**src/rtl/ulpi_reg_arbiter.sv**
```systemverilog
`default_nettype none
// ============================================================================
// Module      : ulpi_reg_arbiter
// Description : Shares the single ULPI PHY register-access port among
//               NUM_REQ requesters. Single-cycle request pulses are latched
//               into per-requester slots, granted round-robin, and the
//               granted address/data are held stable for the whole PHY
//               transaction. A timeout aborts transactions on a hung PHY.
// Ports       : clk, rst           - clock, synchronous active-high reset
//               req_en_i/req_we_i  - per-requester request pulse / write sel
//               req_addr_i/req_din_i - packed 8-bit address / write data
//               req_rdy_o/req_err_o  - completion pulse / timed-out flag
//               req_drop_o         - request ignored (already pending)
//               req_dout_o         - read data, valid with req_rdy_o
//               busy_o             - arbiter not idle
//               reg_*              - ULPI PHY register-access port
// Revision    : 1.0 - initial release
// ============================================================================
module ulpi_reg_arbiter #(
  parameter int NUM_REQ   = 2,
  parameter int TIMEOUT   = 255,
  parameter int TIMEOUT_W = 8
) (
  input  logic                 clk,
  input  logic                 rst,
  input  logic [NUM_REQ-1:0]   req_en_i,
  input  logic [NUM_REQ-1:0]   req_we_i,
  input  logic [8*NUM_REQ-1:0] req_addr_i,
  input  logic [8*NUM_REQ-1:0] req_din_i,
  output logic [NUM_REQ-1:0]   req_rdy_o,
  output logic [NUM_REQ-1:0]   req_err_o,
  output logic [NUM_REQ-1:0]   req_drop_o,
  output logic [7:0]           req_dout_o,
  output logic                 busy_o,
  output logic                 reg_en_o,
  output logic                 reg_we_o,
  output logic [7:0]           reg_addr_o,
  output logic [7:0]           reg_din_o,
  input  logic                 reg_rdy_i,
  input  logic [7:0]           reg_dout_i
);

  localparam int                   GW        = (NUM_REQ > 1) ? $clog2(NUM_REQ) : 1;
  localparam logic [GW:0]          NUM_REQ_X = (GW+1)'(NUM_REQ);
  localparam logic [GW-1:0]        LAST_IDX  = GW'(NUM_REQ - 1);
  localparam logic [TIMEOUT_W-1:0] TMO_LIMIT = TIMEOUT_W'(TIMEOUT);

  typedef enum logic [1:0] {
    S_IDLE  = 2'd0,
    S_ISSUE = 2'd1,
    S_WAIT  = 2'd2,
    S_DONE  = 2'd3
  } state_t;

  state_t                 state_q, state_d;
  logic [GW-1:0]          grant_q, grant_d;
  logic [GW-1:0]          ptr_q, ptr_d;
  logic [TIMEOUT_W-1:0]   tmo_q, tmo_d, tmo_inc;
  logic                   err_q, err_d;
  logic [7:0]             rdata_q, rdata_d;
  logic [NUM_REQ-1:0]     pend_q, pend_d;
  logic [NUM_REQ-1:0]     drop_q, drop_d;
  logic [NUM_REQ-1:0]     cap;
  logic                   done_self;

  logic                   slot_we_q   [NUM_REQ];
  logic [7:0]             slot_addr_q [NUM_REQ];
  logic [7:0]             slot_din_q  [NUM_REQ];

  logic                   rr_found;
  logic [GW-1:0]          rr_idx;
  logic [GW:0]            rr_cand;
  logic [NUM_REQ-1:0]     grant_oh;

  // Round-robin search: first pending requester at or after the pointer,
  // wrapping modulo NUM_REQ (works for non-power-of-two NUM_REQ).
  always_comb begin
    rr_found = 1'b0;
    rr_idx   = ptr_q;
    rr_cand  = '0;
    for (int k = 0; k < NUM_REQ; k++) begin
      rr_cand = {1'b0, ptr_q} + (GW+1)'(k);
      if (rr_cand >= NUM_REQ_X) rr_cand = rr_cand - NUM_REQ_X;
      if (!rr_found && pend_q[rr_cand[GW-1:0]]) begin
        rr_found = 1'b1;
        rr_idx   = rr_cand[GW-1:0];
      end
    end
  end

  // Request capture. In the owner's DONE cycle the pending bit is being
  // cleared, so a fresh pulse there is accepted (set overrides clear).
  always_comb begin
    pend_d    = pend_q;
    drop_d    = '0;
    cap       = '0;
    done_self = 1'b0;
    for (int i = 0; i < NUM_REQ; i++) begin
      done_self = (state_q == S_DONE) && (grant_q == GW'(i));
      if (done_self) pend_d[i] = 1'b0;
      if (req_en_i[i]) begin
        if (!pend_q[i] || done_self) begin
          cap[i]    = 1'b1;
          pend_d[i] = 1'b1;
        end else begin
          drop_d[i] = 1'b1;
        end
      end
    end
  end

  always_ff @(posedge clk) begin
    if (rst) begin
      for (int i = 0; i < NUM_REQ; i++) begin
        slot_we_q[i]   <= 1'b0;
        slot_addr_q[i] <= 8'h00;
        slot_din_q[i]  <= 8'h00;
      end
    end else begin
      for (int i = 0; i < NUM_REQ; i++) begin
        if (cap[i]) begin
          slot_we_q[i]   <= req_we_i[i];
          slot_addr_q[i] <= req_addr_i[8*i +: 8];
          slot_din_q[i]  <= req_din_i[8*i +: 8];
        end
      end
    end
  end

  // Next-state logic. The timeout compares the already-incremented count,
  // so the abort happens in the TIMEOUT-th WAIT cycle; reg_rdy in that same
  // cycle still completes the transaction normally.
  always_comb begin
    state_d = state_q;
    grant_d = grant_q;
    ptr_d   = ptr_q;
    tmo_d   = tmo_q;
    err_d   = err_q;
    rdata_d = rdata_q;
    tmo_inc = tmo_q + 1'b1;
    case (state_q)
      S_IDLE: begin
        if (rr_found) begin
          grant_d = rr_idx;
          tmo_d   = '0;
          state_d = S_ISSUE;
        end
      end
      S_ISSUE: state_d = S_WAIT;
      S_WAIT: begin
        tmo_d = tmo_inc;
        if (reg_rdy_i) begin
          rdata_d = reg_dout_i;
          err_d   = 1'b0;
          state_d = S_DONE;
        end else if (tmo_inc == TMO_LIMIT) begin
          rdata_d = 8'h00;
          err_d   = 1'b1;
          state_d = S_DONE;
        end
      end
      S_DONE: begin
        ptr_d   = (grant_q == LAST_IDX) ? '0 : grant_q + 1'b1;
        state_d = S_IDLE;
      end
      default: state_d = S_IDLE;
    endcase
  end

  always_ff @(posedge clk) begin
    if (rst) begin
      state_q <= S_IDLE;
      grant_q <= '0;
      ptr_q   <= '0;
      tmo_q   <= '0;
      err_q   <= 1'b0;
      rdata_q <= 8'h00;
      pend_q  <= '0;
      drop_q  <= '0;
    end else begin
      state_q <= state_d;
      grant_q <= grant_d;
      ptr_q   <= ptr_d;
      tmo_q   <= tmo_d;
      err_q   <= err_d;
      rdata_q <= rdata_d;
      pend_q  <= pend_d;
      drop_q  <= drop_d;
    end
  end

  assign grant_oh = {{(NUM_REQ-1){1'b0}}, 1'b1} << grant_q;

  always_comb begin
    busy_o     = (state_q != S_IDLE);
    reg_en_o   = 1'b0;
    reg_we_o   = 1'b0;
    reg_addr_o = 8'h00;
    reg_din_o  = 8'h00;
    req_rdy_o  = '0;
    req_err_o  = '0;
    req_dout_o = 8'h00;
    req_drop_o = drop_q;
    if (state_q == S_ISSUE) begin
      reg_en_o = 1'b1;
      reg_we_o = slot_we_q[grant_q];
    end
    if (state_q == S_ISSUE || state_q == S_WAIT) begin
      reg_addr_o = slot_addr_q[grant_q];
      reg_din_o  = slot_din_q[grant_q];
    end
    if (state_q == S_DONE) begin
      req_rdy_o  = grant_oh;
      req_err_o  = err_q ? grant_oh : '0;
      req_dout_o = rdata_q;
    end
  end

endmodule
`default_nettype wire

```
**config.mk**
```make
export PLATFORM = sky130hd
export DESIGN_NAME = ulpi_reg_arbiter
export DESIGN_NICKNAME = d
export VERILOG_FILES = /design/src/rtl/ulpi_reg_arbiter.sv
export SDC_FILE = /design/constraint.sdc
export NUM_CORES = 1
export LEC_CHECK = 0
export ABC_AREA = 1
export CAP_MARGIN = 40
export CELL_PAD_IN_SITES_DETAIL_PLACEMENT = 2
export CELL_PAD_IN_SITES_GLOBAL_PLACEMENT = 2
export CORE_MARGIN = 1.5
export CORE_UTILIZATION = 25
export CTS_CLUSTER_SIZE = 12
export DETAILED_ROUTE_END_ITERATION = 10
export HOLD_SLACK_MARGIN = 0.12
export PLACE_DENSITY = 0.77
export RECOVER_POWER = 100
export SYNTH_ARGS = -nofsm -noshare
export SYNTH_HDL_FRONTEND = slang
export SYNTH_SLANG_ARGS = --single-unit
```
**constraint.sdc**
```tcl
create_clock -name clk -period 4.6 [get_ports clk]
set_clock_uncertainty 0.05 [all_clocks]
set_input_delay 1.38 -clock clk [delete_from_list [all_inputs] [get_ports clk]]
set_output_delay 1.38 -clock clk [all_outputs]
set_load 0.005 [all_outputs]
```
Word-level counts from Yosys, hierarchy flattened --
Memory sizes are Yosys's and may differ from the RTL's. A register that Yosys moved wholly into a read port is not among the register bits. Index checks and enable logic that the tools add are counted.
Storage, ports and cells: bits in registers 25, bits in writable memories 34, output and inout port bits 33, word-level logic and storage cells 117, memories kept 3
Memory list:
- slot_addr_q | words 2, bits a word 8, rd ports 1, clocked after Yosys merged registers in 1, wr ports 2, RTL line 67 | logic [7:0] slot_addr_q [NUM_REQ];
- slot_din_q | words 2, bits a word 8, rd ports 1, clocked after Yosys merged registers in 1, wr ports 2, RTL line 68 | logic [7:0] slot_din_q [NUM_REQ];
- slot_we_q | words 2, bits a word 1, rd ports 1, clocked after Yosys merged registers in 1, wr ports 2, RTL line 66 | logic slot_we_q [NUM_REQ];
Operators by class: $add $sub $neg 5, magnitude comparators 4, equal/unequal tests 6, shift-type cells 1, multiplexer cells 61, bitwise operators 9, reductions and logical operators 19
Operators by type and width (count):
- 8-bit 2-to-1 mux | 10
- 1-bit 2-to-1 mux | 43
- 8-bit case mux with 2 select lines | 1
- 2-bit 2-to-1 mux | 6
- 8-bit by 1-bit adder with 8-bit output, second input constant | 1
- 8-bit equality test, second input constant | 1
- 2-bit case mux with 4 select lines | 1
- 2-bit AND reduction | 4
- 1-bit OR | 6
- 2-bit nonzero test | 3
- 2-bit equality test, second input constant | 2
- 1-bit by 2-bit < comparator with 1-bit output, second input constant | 2
- 2-bit OR reduction | 2
- 1-bit logical AND | 3
- 1-bit logical NOT | 3
- 1-bit logical OR | 3
- 3-bit != test, second input constant | 1
- 1-bit inverter | 3
- 1-bit by 1-bit adder with 2-bit output, second input constant | 1
- 2-bit by 1-bit equality test with 1-bit output, second input constant | 1
- 1-bit by 2-bit greater-or-equal comparator with 1-bit output, second input constant | 1
- 2-bit greater-or-equal comparator, second input constant | 1
- 2-bit logical NOT | 1
- 2-bit != test, second input constant | 1
- other kinds (3) | 4

Depth between registers and ports, before layout --
Gate-level depths: netlist of the first run.
word-level depth 11, gate-level depth with buffers 12

Worst setup path before layout of the first run --
OpenSTA, ideal clock, no wires.
path type reg2out, from register state_q[1], to output port reg_addr_o[0], data arrival time 1.211 ns, data required time 3.170 ns, slack 1.959 ns, stages on the path, launching flop included 6, path buffers 1, path through dfxtp_1 inv_1 ha_1 clkbuf_1 o21ai_0 nor2_1
On the way: longest elaborated chain between the ends 3, elaborated cells between the ends (all ways) 4, classes of those cells eq/ne: 2; mux: 1; reduce/logical: 1
RTL lines:
- start, declared | RTL line 55 | state_t state_q, state_d;
- start signal, assigned | RTL line 181 | state_q <= state_d;
- 2-bit by 1-bit equality test with 1-bit output / 2-bit equality test (equally long branches) | RTL line 208 | if (state_q == S_ISSUE || state_q == S_WAIT) begin
- 1-bit logical OR * | RTL line 208
- 8-bit 2-to-1 mux * | RTL line 208
- end, declared | RTL line 37 | output logic [7:0] reg_addr_o,
Mark *: on every way between the ends. The rest lies on a longest branch, timed or not.

==> metrics.json, run 1 <==
{
  "layout": {
    "antenna_cells": 0,
    "num-fill-cells": 1251,
    "area_of_the_multi_input_gates_sq_um": 1000,
    "stdcell_area_sq_um": 4080,
    "flow.area_growth_from_synthesis_pct": 42.3,
    "layout_net_count": 493,
    "layout-drive-gt1-share_pct": 6.08,
    "area.sequential_sq_um": 1540
  },
  "floorplan": {
    "fp.dieH_microns": 110,
    "rows": 38,
    "io-pin-count": 80,
    "die_w_microns": 110,
    "floorplan.initialDensity_pct": 26.1,
    "design.die.area_sq_um": 12100,
    "placeableCoreArea_sq_um": 11000
  },
  "worst_setup_path": {
    "cp-start-kind": "input port",
    "worst-path-max-fanout": 22,
    "r2r_cells": 7,
    "worst_ep_required_time_ns": 4.50,
    "endpoint_kind": "register",
    "critical_path_arrival_ns": 3.77,
    "r2r-end": "slot_din_q[0][3]$_SDFFCE_PN0P_",
    "worstSetupPathType": "in -> reg",
    "regToRegStartpoint": "state_q[1]$_SDFFE_PP0P_",
    "reg2reg_slack_ns": 2.24
  },
  "yosys": {
    "synth_cells": 358,
    "synth.ff_latch_count": 60,
    "synthTopCellsByArea": "edfxtp_1 (36%), dfxtp_1 (18%), nor2_1 (10%)",
    "synth.distinct_cells": 27,
    "synthArstFlopShare_pct": 0,
    "syn_area_per_cell_sq_um": 8.00,
    "synth_fp_nets": 412,
    "synth_sequential_area_ratio_pct": 53.8,
    "count_leader_synth": "nor2_1",
    "syn-cell-area_sq_um": 2860,
    "yosysTopAreaCell": "edfxtp_1",
    "post_synth_most_frequent_cells": "nor2_1 (80), inv_1 (68), nand2_1 (61)",
    "ys_dominant_reg_cell": "edfxtp_1",
    "synth.yosys.warnings": 0,
    "synth_top_area_share_pct": 35.6,
    "synth_edf_count": 34
  },
  "timing": {
    "finalHoldViolCount": 0,
    "report.final.setup_viol": 0,
    "timing_worst_slew_pin_value_ns": 1.06,
    "final_count_of_pins_violating_max_slew": 0,
    "layout_min_cycle_time_ns": 3.87,
    "fin_crit_sh_pct": 84.1,
    "setup_tns_ns": 0,
    "setup_repair_after_global_routing_missed_its_margin": "false",
    "max_freq_mhz": 258,
    "timing.slew.headroom_pct": 29.1
  },
  "global_route": {
    "globalRouteTotalUtil_pct": 15.6,
    "grt_start_max_net_pins": 35,
    "first_global_vias": 2907,
    "globalRoute.totalOverflow": 0,
    "grt_pass1_wl_mm": 14.2,
    "grt_antenna_before_repair": 0
  },
  "route": {
    "routed-via-count": 2553,
    "drt_wl_total_mm": 8.64,
    "post_route_antenna_net_violation_count": 0,
    "wl_met3_microns": 211,
    "dr.pass1.iters": 4,
    "detail_route.wl_per_cell_microns": 14.8,
    "drt_iter0_drc": 65,
    "drt-vias-per-instance": 4.37,
    "detailroute.wirelength.met2_mm": 4.80,
    "detail_route.wirelength.met1_mm": 3.58,
    "post-route-drc-count": 0,
    "highest_layer": "met4"
  },
  "clock_network": {
    "deepest_clock_path_buffer_count": 2,
    "cts_tree": "done",
    "postCtsSetupBuffers": 0,
    "clock_sinks": 60,
    "worstSkewPairLatency_ns": 0.32,
    "cts-htree-levels": 3,
    "ctsHoldBuffers": 0,
    "clkTransAtPathRegs_ns": 0.05,
    "cts_inserted_buffers": 9,
    "post_cts_resize_count": 0,
    "cts-root-buf": "clkbuf_16"
  },
  "place": {
    "buffers_on_ports": 79,
    "placement.cell_area_sq_um": 3790,
    "gpl.final_weighted_congestion": 0.740,
    "place.detailed.hpwl_mm": 6.30
  },
  "min_path": {
    "worstHoldPathType": "reg -> reg",
    "holdPathStages": 2,
    "worst_hold_startpoint": "rdata_q[2]$_SDFFE_PP0P_",
    "timing.hold.worst_endpoint": "rdata_q[2]$_SDFFE_PP0P_"
  },
  "status": {
    "outcome": "complete, no violations"
  },
  "power_and_ir_drop": {
    "p_total_w": 0.00189,
    "power_per_cell_area_nw_per_um2": 464,
    "power_leakage_nw": 1.87,
    "worst_ir_drop_vdd_mv": 0.162
  },
  "run": {
    "maxCapViolations": 0
  }
}
[power by group]
group / internal (W) / total (W) / switching, W
clock: 0.000419 / 0.000657 / 0.000238
combinational: 0.000237 / 0.000564 / 0.000327
sequential: 0.000635 / 0.000669 / 0.0000340
total: 0.00129 / 0.00189 / 0.000599
[critical path, stage by stage]
cell and delay [ns]:
dlygate4sd3_1 0.52, clkbuf_1 0.79, inv_1 0.37, nand2_1 0.70
[per-layer routing]
layer / vias up / GRT usage (%)
met4: 0 / 4.55
met2: 39 / 29.5
li1: 1266 / -
met3: 2 / 3.29
met1: 1246 / 17.4
met5: - / 0
[worst max-delay path by stage]
stage	start	endpoint	slack, ns	cells after the start
after floorplan	state_q[1]$_SDFFE_PP0P_	reg_addr_o[0]	1.96	5
after global placement	rst	slot_din_q[0][0]$_SDFFCE_PN0P_	1.27	4
after detailed placement	state_q[1]$_SDFFE_PP0P_	reg_din_o[6]	1.15	5
after CTS	state_q[0]$_SDFFE_PP0P_	reg_din_o[6]	0.74	5
after global routing	rst	slot_din_q[1][1]$_SDFFCE_PN0P_	0.51	4
final	rst	slot_din_q[1][1]$_SDFFCE_PN0P_	0.73	4
[cells by family after synthesis]
family	Yosys count	synth area share (%)
compound gates	47	8.96
buf+inv	81	10.9
fa+ha+maj	7	3.06
simple gates	163	23.2
flops	60	53.8
[cell usage in the layout (no fill, tap or decap), types with 2 or more instances in the layout]
| cell type | count |
|---|---|
| inv_1 | 68 |
| nand4_1 | 2 |
| clkinvlp_4 | 2 |
| ha_1 | 7 |
| clkbuf_1 | 2 |
| nand2_1 | 61 |
| a21oi_1 | 19 |
| nor2_1 | 80 |
| dfxtp_1 | 26 |
| edfxtp_1 | 34 |
| clkdlybuf4s50_1 | 47 |
| nor2_2 | 3 |
| clkbuf_16 | 9 |
| nand2_2 | 3 |
| dlygate4sd3_1 | 32 |
| o21bai_1 | 2 |
| nand3_1 | 10 |
| o21ai_0 | 22 |
| clkinv_2 | 2 |
[stage by stage]
| step | hold slack [ns] | utilization, % | std cells | setup slack [ns] |
|---|---|---|---|---|
| after floorplan | 0.390 | - | 358 | 1.96 |
| after global placement | 0.400 | 34.6 | 568 | 1.27 |
| after detailed placement | 0.409 | 34.6 | 568 | 1.15 |
| after CTS | 0.417 | 37.2 | 584 | 0.737 |
| after global routing | 0.430 | 37.1 | 584 | 0.507 |
| final | 0.416 | 37.1 | 584 | 0.730 |
[sequential cells by signal, summed over array words and instances (netlist names), named ones only]
register     flops
rdata_q          8
slot_din_q      16
err_q            1
slot_addr_q     16
state_q          2
slot_we_q        2
req_drop_o       2
grant_q          1
ptr_q            1
pend_q           2
tmo_q            8
[final cells by class]
| type | instances | area share (%) |
|---|---|---|
| Clock buffer | 10 | 5.62 |
| Timing Repair Buffer | 81 | 19.7 |
| Sequential cell | 60 | 37.8 |
| Clock inverter | 6 | 1.57 |
| Inverter | 70 | 6.45 |
| Tap cell | 140 | 4.30 |
| Multi-Input combinational cell | 217 | 24.6 |
(Power assumes the default switching activity.)
==> run 2, diff against run 1 <==
--- a/config.mk
+++ b/config.mk
@@ -10,7 +10,7 @@
 export CELL_PAD_IN_SITES_DETAIL_PLACEMENT = 2
 export CELL_PAD_IN_SITES_GLOBAL_PLACEMENT = 2
 export CORE_MARGIN = 1.5
-export CORE_UTILIZATION = 25
+export CORE_UTILIZATION = 24
 export CTS_CLUSTER_SIZE = 12
 export DETAILED_ROUTE_END_ITERATION = 10
 export HOLD_SLACK_MARGIN = 0.12
==> constraint.sdc (replaced) <==
create_clock -name clk -period 3.35 [get_ports clk]
set_clock_uncertainty 0.05 [all_clocks]
set_input_delay 1.005 -clock clk [delete_from_list [all_inputs] [get_ports clk]]
set_output_delay 1.005 -clock clk [all_outputs]
set_load 0.005 [all_outputs]
==> run 2 against run 1 <==
The flow now finishes with violations (DRC); sequential cell count unchanged; global-route usage is 0.78 points lower; largest power group is now the clock network; worst hold slack improved by 0.0026 ns; sequential share of layout area is 0.57 points lower; highest routed layer unchanged; combinational power rose by 45%.
==> metrics.json, run 2 (synthesized netlist as in run 1, its figures left out) <==
{
  "status": {
    "outcome": "complete, but fails checks",
    "violations_in_the_final_reports": "DRC"
  },
  "worst_setup_path": {
    "reg2reg_slack": {"value": 0.81, "unit": "ns", "change": "-1.43 ns"},
    "crit_path_cell_trace": "ha_2 > inv_1 > nor2_2 > inv_1 > nor2_1 > dlygate4sd3_1",
    "worstSetupEndpoint": "req_err_o[0]",
    "r2r-end": "slot_din_q[0][0]$_SDFFCE_PN0P_",
    "cpMostUsedCell": "inv_1",
    "endpoint_kind": "primary output",
    "worstPathBufferInverterCount": {"value": 3, "change": "unchanged"},
    "r2r_cells": {"value": 8, "change": "+1"},
    "timing.critical_path.max_delay_family": "buffers and inverters",
    "worst-path-max-fanout": {"value": 11, "change": "-50%"},
    "critical_path_arrival": {"value": 2.09, "unit": "ns", "change": "-1.68 ns"},
    "worstSetupPathType": "reg -> out",
    "critPathLaunch": "state_q[1]$_SDFFE_PP0P_",
    "max_stage_delay": {"value": 0.60, "unit": "ns", "change": "-0.19 ns"},
    "worst-path-stages": {"value": 6, "change": "+2"},
    "regToRegStartpoint": "state_q[1]$_SDFFE_PP0P_",
    "worst_ep_required_time": {"value": 2.29, "unit": "ns", "change": "-2.21 ns"},
    "cpMaxStageDelayCell": "dlygate4sd3_1",
    "cp-start-kind": "register"
  },
  "floorplan": {
    "fp.dieH": {"value": 112, "unit": "microns", "change": "+2.0%"},
    "rows": {"value": 39, "change": "+2.6%"},
    "io-pin-count": {"value": 80, "change": "unchanged"},
    "floorplan.initialDensity": {"value": 24.9, "unit": "%", "change": "-1.2 points"},
    "design.die.area": {"value": 12600, "unit": "sq um", "change": "+4.1%"},
    "placeableCoreArea": {"value": 11500, "unit": "sq um", "change": "+4.9%"},
    "die_w": {"value": 112, "unit": "microns", "change": "+2.0%"}
  },
  "place": {
    "gpl.final_weighted_congestion": {"value": 0.754, "change": "+1.9%"},
    "dpl.cell_count": {"value": 573, "change": "+0.88%"},
    "buffers_on_ports": {"value": 79, "change": "unchanged"},
    "place.detailed.hpwl": {"value": 6.42, "unit": "mm", "change": "+1.9%"},
    "post-place-ws": {"value": 0.281, "unit": "ns", "change": "-0.872 ns"}
  },
  "layout": {
    "antenna_cells": {"value": 0, "change": "unchanged"},
    "most-common-layout-cells": "nor2_1 (81), inv_1 (69), nand2_1 (61)",
    "layout_net_count": {"value": 495, "change": "+0.41%"},
    "layout-drive-gt1-share": {"value": 5.83, "unit": "%", "change": "-0.25 points"},
    "largest_registers": "slot_addr_q x16, slot_din_q x16",
    "layout.cells.most_common": "nor2_1",
    "flow.area_growth_from_synthesis_pct": 44.5,
    "finish.cell_count_without_fillers": {"value": 589, "change": "+0.86%"}
  },
  "timing": {
    "timing_worst_slew_pin_value": {"value": 1.06, "unit": "ns", "change": "+0.00155 ns"},
    "final_count_of_pins_violating_max_slew": {"value": 0, "change": "unchanged"},
    "setup_repair_after_global_routing_missed_its_margin": "false",
    "report.final.setup_viol": {"value": 0, "change": "unchanged"},
    "max_freq_mhz": 318,
    "fin_crit_sh_pct": 93.8,
    "layout_min_cycle_time_ns": 3.14,
    "setup_tns": {"value": 0, "unit": "ns", "change": "unchanged"},
    "final_critical_path_setup_slack": {"value": 0.207, "unit": "ns", "change": "-0.523 ns"},
    "hold_slack": {"value": 0.419, "unit": "ns", "change": "+0.00257 ns"},
    "timing.slew.headroom": {"value": 29.0, "unit": "%", "change": "-0.10 points"},
    "finalHoldViolCount": {"value": 0, "change": "unchanged"}
  },
  "global_route": {
    "globalRoute.totalOverflow": {"value": 0, "change": "unchanged"},
    "grt_pass1_wl": {"value": 14.7, "unit": "mm", "change": "+3.8%"},
    "globalRouteTotalUtil": {"value": 14.8, "unit": "%", "change": "-0.78 points"},
    "first_global_vias": {"value": 3004, "change": "+3.3%"},
    "grt_antenna_before_repair": {"value": 0, "change": "unchanged"},
    "grt_start_max_net_pins": {"value": 35, "change": "unchanged"}
  },
  "clock_network": {
    "cts_inserted_buffers": {"value": 9, "change": "unchanged"},
    "cts_tree": "done",
    "postCtsSetupBuffers": {"value": 0, "change": "unchanged"},
    "clkTransAtPathRegs": {"value": 0.05, "unit": "ns", "change": "about the same"},
    "ctsHoldBuffers": {"value": 0, "change": "unchanged"},
    "cts-root-buf": "clkbuf_16",
    "deepest_clock_path_buffer_count": {"value": 2, "change": "unchanged"},
    "worstSkewPairLatency": {"value": 0.32, "unit": "ns", "change": "about the same"},
    "cts-htree-levels": {"value": 3, "change": "unchanged"},
    "clock_sinks": {"value": 60, "change": "unchanged"}
  },
  "route": {
    "drt-vias-per-instance": {"value": 4.44, "change": "+1.6%"},
    "post_route_antenna_net_violation_count": {"value": 0, "change": "unchanged"},
    "drt_wl_total": {"value": 8.68, "unit": "mm", "change": "+0.53%"},
    "drt_iter0_drc": {"value": 74, "change": "+14%"},
    "detail_route.wl_per_cell": {"value": 14.7, "unit": "microns", "change": "-0.32%"},
    "routed-via-count": {"value": 2617, "change": "+2.5%"},
    "post-route-drc-count": {"value": 3, "change": "+3"},
    "dr.pass1.iters": {"value": 9, "change": "+5"}
  },
  "power_and_ir_drop": {
    "p_total": {"value": 0.00277, "unit": "W", "change": "+47%"},
    "worst_ir_drop_vdd": {"value": 0.280, "unit": "mV", "change": "+73%"},
    "power_leakage": {"value": 1.89, "unit": "nW", "change": "+1.2%"},
    "p_sw_share": {"value": 29.5, "unit": "%", "change": "-2.2 points"},
    "power_per_cell_area": {"value": 669, "unit": "nW/um^2", "change": "+44%"},
    "p_int": {"value": 0.00195, "unit": "W", "change": "+51%"},
    "netSwitchingPower": {"value": 0.000818, "unit": "W", "change": "+37%"},
    "power.sequential.fraction": {"value": 33.1, "unit": "%", "change": "-2.3 points"},
    "clkPwrFrac": {"value": 37.4, "unit": "%", "change": "+2.6 points"},
    "comb_power_share": {"value": 29.4, "unit": "%", "change": "-0.4 points"}
  },
  "min_path": {
    "worstHoldPathType": "reg -> reg"
  },
  "run": {
    "maxCapViolations": {"value": 0, "change": "unchanged"}
  }
}
-- run 2: cell count changes in the layout (fill, tap and decap cells not counted), sizes merged --
cell | before | now
dlygate4sd3 | 32 | 31
clkbuf | 11 | 13
clkinv | 3 | 4
clkinvlp | 2 | 0
clkdlybuf4s50 | 47 | 48
inv | 70 | 69
bufinv | 1 | 3
-- run 2: final cells by class --
type,instances,area [sq um]
Clock buffer,10,229
Clock inverter,6,104
Fill cell,1339,7380
Inverter,70,263
Multi-Input combinational cell,217,1010
Sequential cell,60,1540
Tap cell,143,179
Timing Repair Buffer,83,810
-- run 2: power groups by stage --
stage / registers (W) / logic, W / clock network [W]
CTS: 0.000918 / 0.000862 / 0.00106
global route: 0.000929 / 0.000914 / 0.00109
detailed placement: 0.000929 / 0.000841 / 0
finish: 0.000917 / 0.000816 / 0.00104
global placement: 0.000922 / 0.000802 / 0
floorplan: 0.000915 / 0.000397 / 0
-- run 2: worst min-delay path by stage --
stage                                        from  slack, ns                 endpoint  cells after the start
final                     rdata_q[5]$_SDFFE_PP0P_       0.42  rdata_q[5]$_SDFFE_PP0P_                      2
after global routing      rdata_q[0]$_SDFFE_PP0P_       0.44  rdata_q[0]$_SDFFE_PP0P_                      2
after CTS                 rdata_q[5]$_SDFFE_PP0P_       0.42  rdata_q[5]$_SDFFE_PP0P_                      2
after detailed placement  rdata_q[5]$_SDFFE_PP0P_       0.41  rdata_q[5]$_SDFFE_PP0P_                      2
after global placement    rdata_q[4]$_SDFFE_PP0P_       0.40  rdata_q[4]$_SDFFE_PP0P_                      2
after floorplan           rdata_q[0]$_SDFFE_PP0P_       0.39  rdata_q[0]$_SDFFE_PP0P_                      2
-- run 2: metal layers --
layer / routed length, microns / track usage [%] / up-vias
met2: 5000 / 29.9 / 34
met5: 0 / 0 / -
met1: 3370 / 15.7 / 1305
li1: - / - / 1268
met3: 234 / 2.81 / 10
met4: 85 / 3.29 / 0
-- run 2: tightest hold or removal path: stages (launching register included) --
cell     delay, ns
dfxtp_1       0.31
nand2_1       0.06
a21oi_1       0.05
-- run 2: what timing repair did --
action,in CTS,in global routing
resized for setup,1,2
setup endpoints to repair,16,12
gates cloned,0,0
-- run 2: metrics by stage --
step / instance area [sq um] / utilization [%]
final: 4140 / 35.9
after global placement: 3810 / 33.1
after detailed placement: 3810 / 33.1
after CTS: 4150 / 36.0
after global routing: 4140 / 35.9
after floorplan: 2860 / -
==> run 3, diff against run 2 <==
--- a/config.mk
+++ b/config.mk
@@ -14,6 +14,7 @@
 export CTS_CLUSTER_SIZE = 12
 export DETAILED_ROUTE_END_ITERATION = 10
 export HOLD_SLACK_MARGIN = 0.12
+export MAX_ROUTING_LAYER = met4
 export PLACE_DENSITY = 0.77
 export RECOVER_POWER = 100
 export SYNTH_ARGS = -nofsm -noshare
==> run 3 against run 2 <==
The run still ends with DRC left; design area unchanged; combinational power about the same; register-to-register slack about the same; critical path type unchanged.
==> metrics.json, run 3 (synthesized netlist as in run 1, its figures left out) <==
{
  "layout": {
    "antenna_cells": {"value": 0, "change": "unchanged"},
    "layout_net_count": {"value": 495, "change": "unchanged"},
    "layout-drive-gt1-share": {"value": 5.83, "unit": "%", "change": "unchanged"},
    "most-common-layout-cells": "nor2_1 (81), inv_1 (69), nand2_1 (61)",
    "layout.cells.most_common": "nor2_1",
    "flow.area_growth_from_synthesis": {"value": 44.5, "unit": "%", "change": "unchanged"},
    "largest_registers": "slot_addr_q x16, slot_din_q x16",
    "finish.cell_count_without_fillers": {"value": 589, "change": "unchanged"}
  },
  "global_route": {
    "globalRoute.totalOverflow": {"value": 0, "change": "unchanged"},
    "grt_start_max_net_pins": {"value": 35, "change": "unchanged"},
    "groute.layer.met2.usage": {"value": 29.9, "unit": "%", "change": "+0.041 points"},
    "global_route.usage.met3": {"value": 2.81, "unit": "%", "change": "unchanged"},
    "grtUsageMet1": {"value": 15.7, "unit": "%", "change": "-0.034 points"},
    "first_global_vias": {"value": 3006, "change": "+0.067%"},
    "grt_antenna_before_repair": {"value": 0, "change": "unchanged"},
    "globalRouteTotalUtil": {"value": 15.2, "unit": "%", "change": "+0.45 points"},
    "grt_busiest_layer": "met2",
    "grt_pass1_wl": {"value": 14.7, "unit": "mm", "change": "unchanged"}
  },
  "worst_setup_path": {
    "max_stage_delay": {"value": 0.60, "unit": "ns", "change": "about the same"},
    "worstPathBufferInverterCount": {"value": 3, "change": "unchanged"},
    "worst_ep_required_time": {"value": 2.29, "unit": "ns", "change": "about the same"},
    "cpMostUsedCell": "inv_1",
    "timing.critical_path.max_delay_family": "buffers and inverters",
    "worst-path-max-fanout": {"value": 11, "change": "unchanged"},
    "cpMaxStageDelayCell": "dlygate4sd3_1",
    "crit_path_cell_trace": "ha_2 > inv_1 > nor2_2 > inv_1 > nor2_1 > dlygate4sd3_1",
    "critical_path_arrival": {"value": 2.09, "unit": "ns", "change": "about the same"},
    "worstSetupPathType": "reg -> out",
    "cp-start-kind": "register",
    "endpoint_kind": "primary output"
  },
  "timing": {
    "layout_min_cycle_time": {"value": 3.15, "unit": "ns", "change": "+0.00438 ns"},
    "final_count_of_pins_violating_max_slew": {"value": 0, "change": "unchanged"},
    "timing.slew.headroom": {"value": 29.5, "unit": "%", "change": "+0.46 points"},
    "report.final.setup_viol": {"value": 0, "change": "unchanged"},
    "fin_crit_sh": {"value": 93.9, "unit": "%", "change": "+0.13 points"},
    "finalHoldViolCount": {"value": 0, "change": "unchanged"},
    "timing_worst_slew_pin_value": {"value": 1.06, "unit": "ns", "change": "-0.00684 ns"},
    "setup_tns": {"value": 0, "unit": "ns", "change": "unchanged"},
    "setup_repair_after_global_routing_missed_its_margin": "false",
    "max_freq": {"value": 318, "unit": "MHz", "change": "-0.14%"}
  },
  "power_and_ir_drop": {
    "power_per_cell_area": {"value": 669, "unit": "nW/um^2", "change": "about the same"},
    "power.sequential.fraction": {"value": 33.1, "unit": "%", "change": "about the same"},
    "clkPwrFrac": {"value": 37.4, "unit": "%", "change": "about the same"},
    "comb_power_share": {"value": 29.4, "unit": "%", "change": "about the same"},
    "worst_ir_drop_vdd": {"value": 0.280, "unit": "mV", "change": "about the same"},
    "p_sw_share": {"value": 29.5, "unit": "%", "change": "about the same"},
    "power_leakage": {"value": 1.89, "unit": "nW", "change": "unchanged"},
    "p_int": {"value": 0.00195, "unit": "W", "change": "about the same"},
    "netSwitchingPower": {"value": 0.000817, "unit": "W", "change": "-0.13%"}
  },
  "clock_network": {
    "cts-htree-levels": {"value": 3, "change": "unchanged"},
    "cts_tree": "done",
    "post_cts_resize_count": {"value": 1, "change": "unchanged"},
    "deepest_clock_path_buffer_count": {"value": 2, "change": "unchanged"},
    "clock_sinks": {"value": 60, "change": "unchanged"},
    "postCtsSetupBuffers": {"value": 0, "change": "unchanged"},
    "cts-root-buf": "clkbuf_16",
    "cts_inserted_buffers": {"value": 9, "change": "unchanged"},
    "worstSkewPairLatency": {"value": 0.32, "unit": "ns", "change": "about the same"},
    "ctsHoldBuffers": {"value": 0, "change": "unchanged"},
    "clkTransAtPathRegs": {"value": 0.05, "unit": "ns", "change": "about the same"}
  },
  "route": {
    "drt_iter0_drc": {"value": 72, "change": "-2.7%"},
    "drt-vias-per-instance": {"value": 4.44, "change": "about the same"},
    "routed-via-count": {"value": 2618, "change": "+0.038%"},
    "drt_wl_total": {"value": 8.69, "unit": "mm", "change": "+0.10%"},
    "dr.pass1.iters": {"value": 9, "change": "unchanged"},
    "post_route_antenna_net_violation_count": {"value": 0, "change": "unchanged"},
    "detail_route.wl_per_cell": {"value": 14.8, "unit": "microns", "change": "+0.10%"},
    "post-route-drc-count": {"value": 3, "change": "unchanged"}
  },
  "floorplan": {
    "die_w": {"value": 112, "unit": "microns", "change": "unchanged"},
    "placeableCoreArea": {"value": 11500, "unit": "sq um", "change": "unchanged"},
    "design.die.area": {"value": 12600, "unit": "sq um", "change": "unchanged"},
    "rows": {"value": 39, "change": "unchanged"},
    "fp.dieH": {"value": 112, "unit": "microns", "change": "unchanged"},
    "floorplan.initialDensity": {"value": 24.9, "unit": "%", "change": "unchanged"},
    "io-pin-count": {"value": 80, "change": "unchanged"}
  },
  "place": {
    "buffers_on_ports": {"value": 79, "change": "unchanged"},
    "gpl.final_weighted_congestion": {"value": 0.764, "change": "+1.3%"},
    "place.detailed.hpwl": {"value": 6.42, "unit": "mm", "change": "unchanged"},
    "dpl.cell_count": {"value": 573, "change": "unchanged"}
  },
  "status": {
    "outcome": "complete, but fails checks",
    "violations_in_the_final_reports": "DRC"
  },
  "min_path": {
    "worstHoldPathType": "reg -> reg"
  },
  "run": {
    "maxCapViolations": {"value": 0, "change": "unchanged"}
  }
}
## run 3: cell counts in the layout (fill, tap and decap cells not counted)
No cell type changed its count.
## run 3: path summary, 6_finish.rpt
check	startpoint	endpoint	slack, ns	cells past startpoint
max reg2reg	state_q[1]$_SDFFE_PP0P_	slot_din_q[0][0]$_SDFFCE_PN0P_	0.81	8
max	state_q[1]$_SDFFE_PP0P_	req_err_o[0]	0.20	6
min	rdata_q[5]$_SDFFE_PP0P_	rdata_q[5]$_SDFFE_PP0P_	0.42	2
min reg2reg	rdata_q[5]$_SDFFE_PP0P_	rdata_q[5]$_SDFFE_PP0P_	0.42	2
## run 3: cell type report
class | instances | area [sq um]
Multi-Input combinational cell | 217 | 1010
Clock buffer | 10 | 229
Timing Repair Buffer | 83 | 810
Sequential cell | 60 | 1540
Tap cell | 143 | 179
Clock inverter | 6 | 104
Inverter | 70 | 263
Fill cell | 1339 | 7380
## run 3: worst min-delay path: stages, from the launching register on
cell and delay, ns:
dfxtp_1 0.31, nand2_1 0.06, a21oi_1 0.05
## run 3: layer usage
| layer | up-vias | wire length (microns) | share of wire, % |
|---|---|---|---|
| met5 | - | 0 | 0 |
| met4 | 0 | 78 | 0.90 |
| met3 | 8 | 218 | 2.5 |
| met2 | 35 | 5020 | 58 |
| met1 | 1307 | 3380 | 39 |
| li1 | 1268 | - | - |
## run 3: power groups by stage
stage               clock, W  combinational [W]  sequential, W
floorplan                  0           0.000397       0.000915
global placement           0           0.000802       0.000922
detailed placement         0           0.000841       0.000929
CTS                  0.00106           0.000862       0.000918
global route         0.00109           0.000914       0.000929
finish               0.00104           0.000815       0.000918
## run 3: metrics by stage
stage | instance area (sq um) | setup slack (ns) | hold slack (ns) | util (%) | total power [W]
after floorplan | 2860 | 1.08 | 0.390 | - | 0.00131
after global placement | 3810 | 0.395 | 0.402 | 33.1 | 0.00172
after detailed placement | 3810 | 0.281 | 0.409 | 33.1 | 0.00177
after CTS | 4150 | 0.0551 | 0.419 | 36.0 | 0.00284
after global routing | 4140 | 0.0538 | 0.444 | 35.9 | 0.00294
final | 4140 | 0.203 | 0.419 | 35.9 | 0.00277
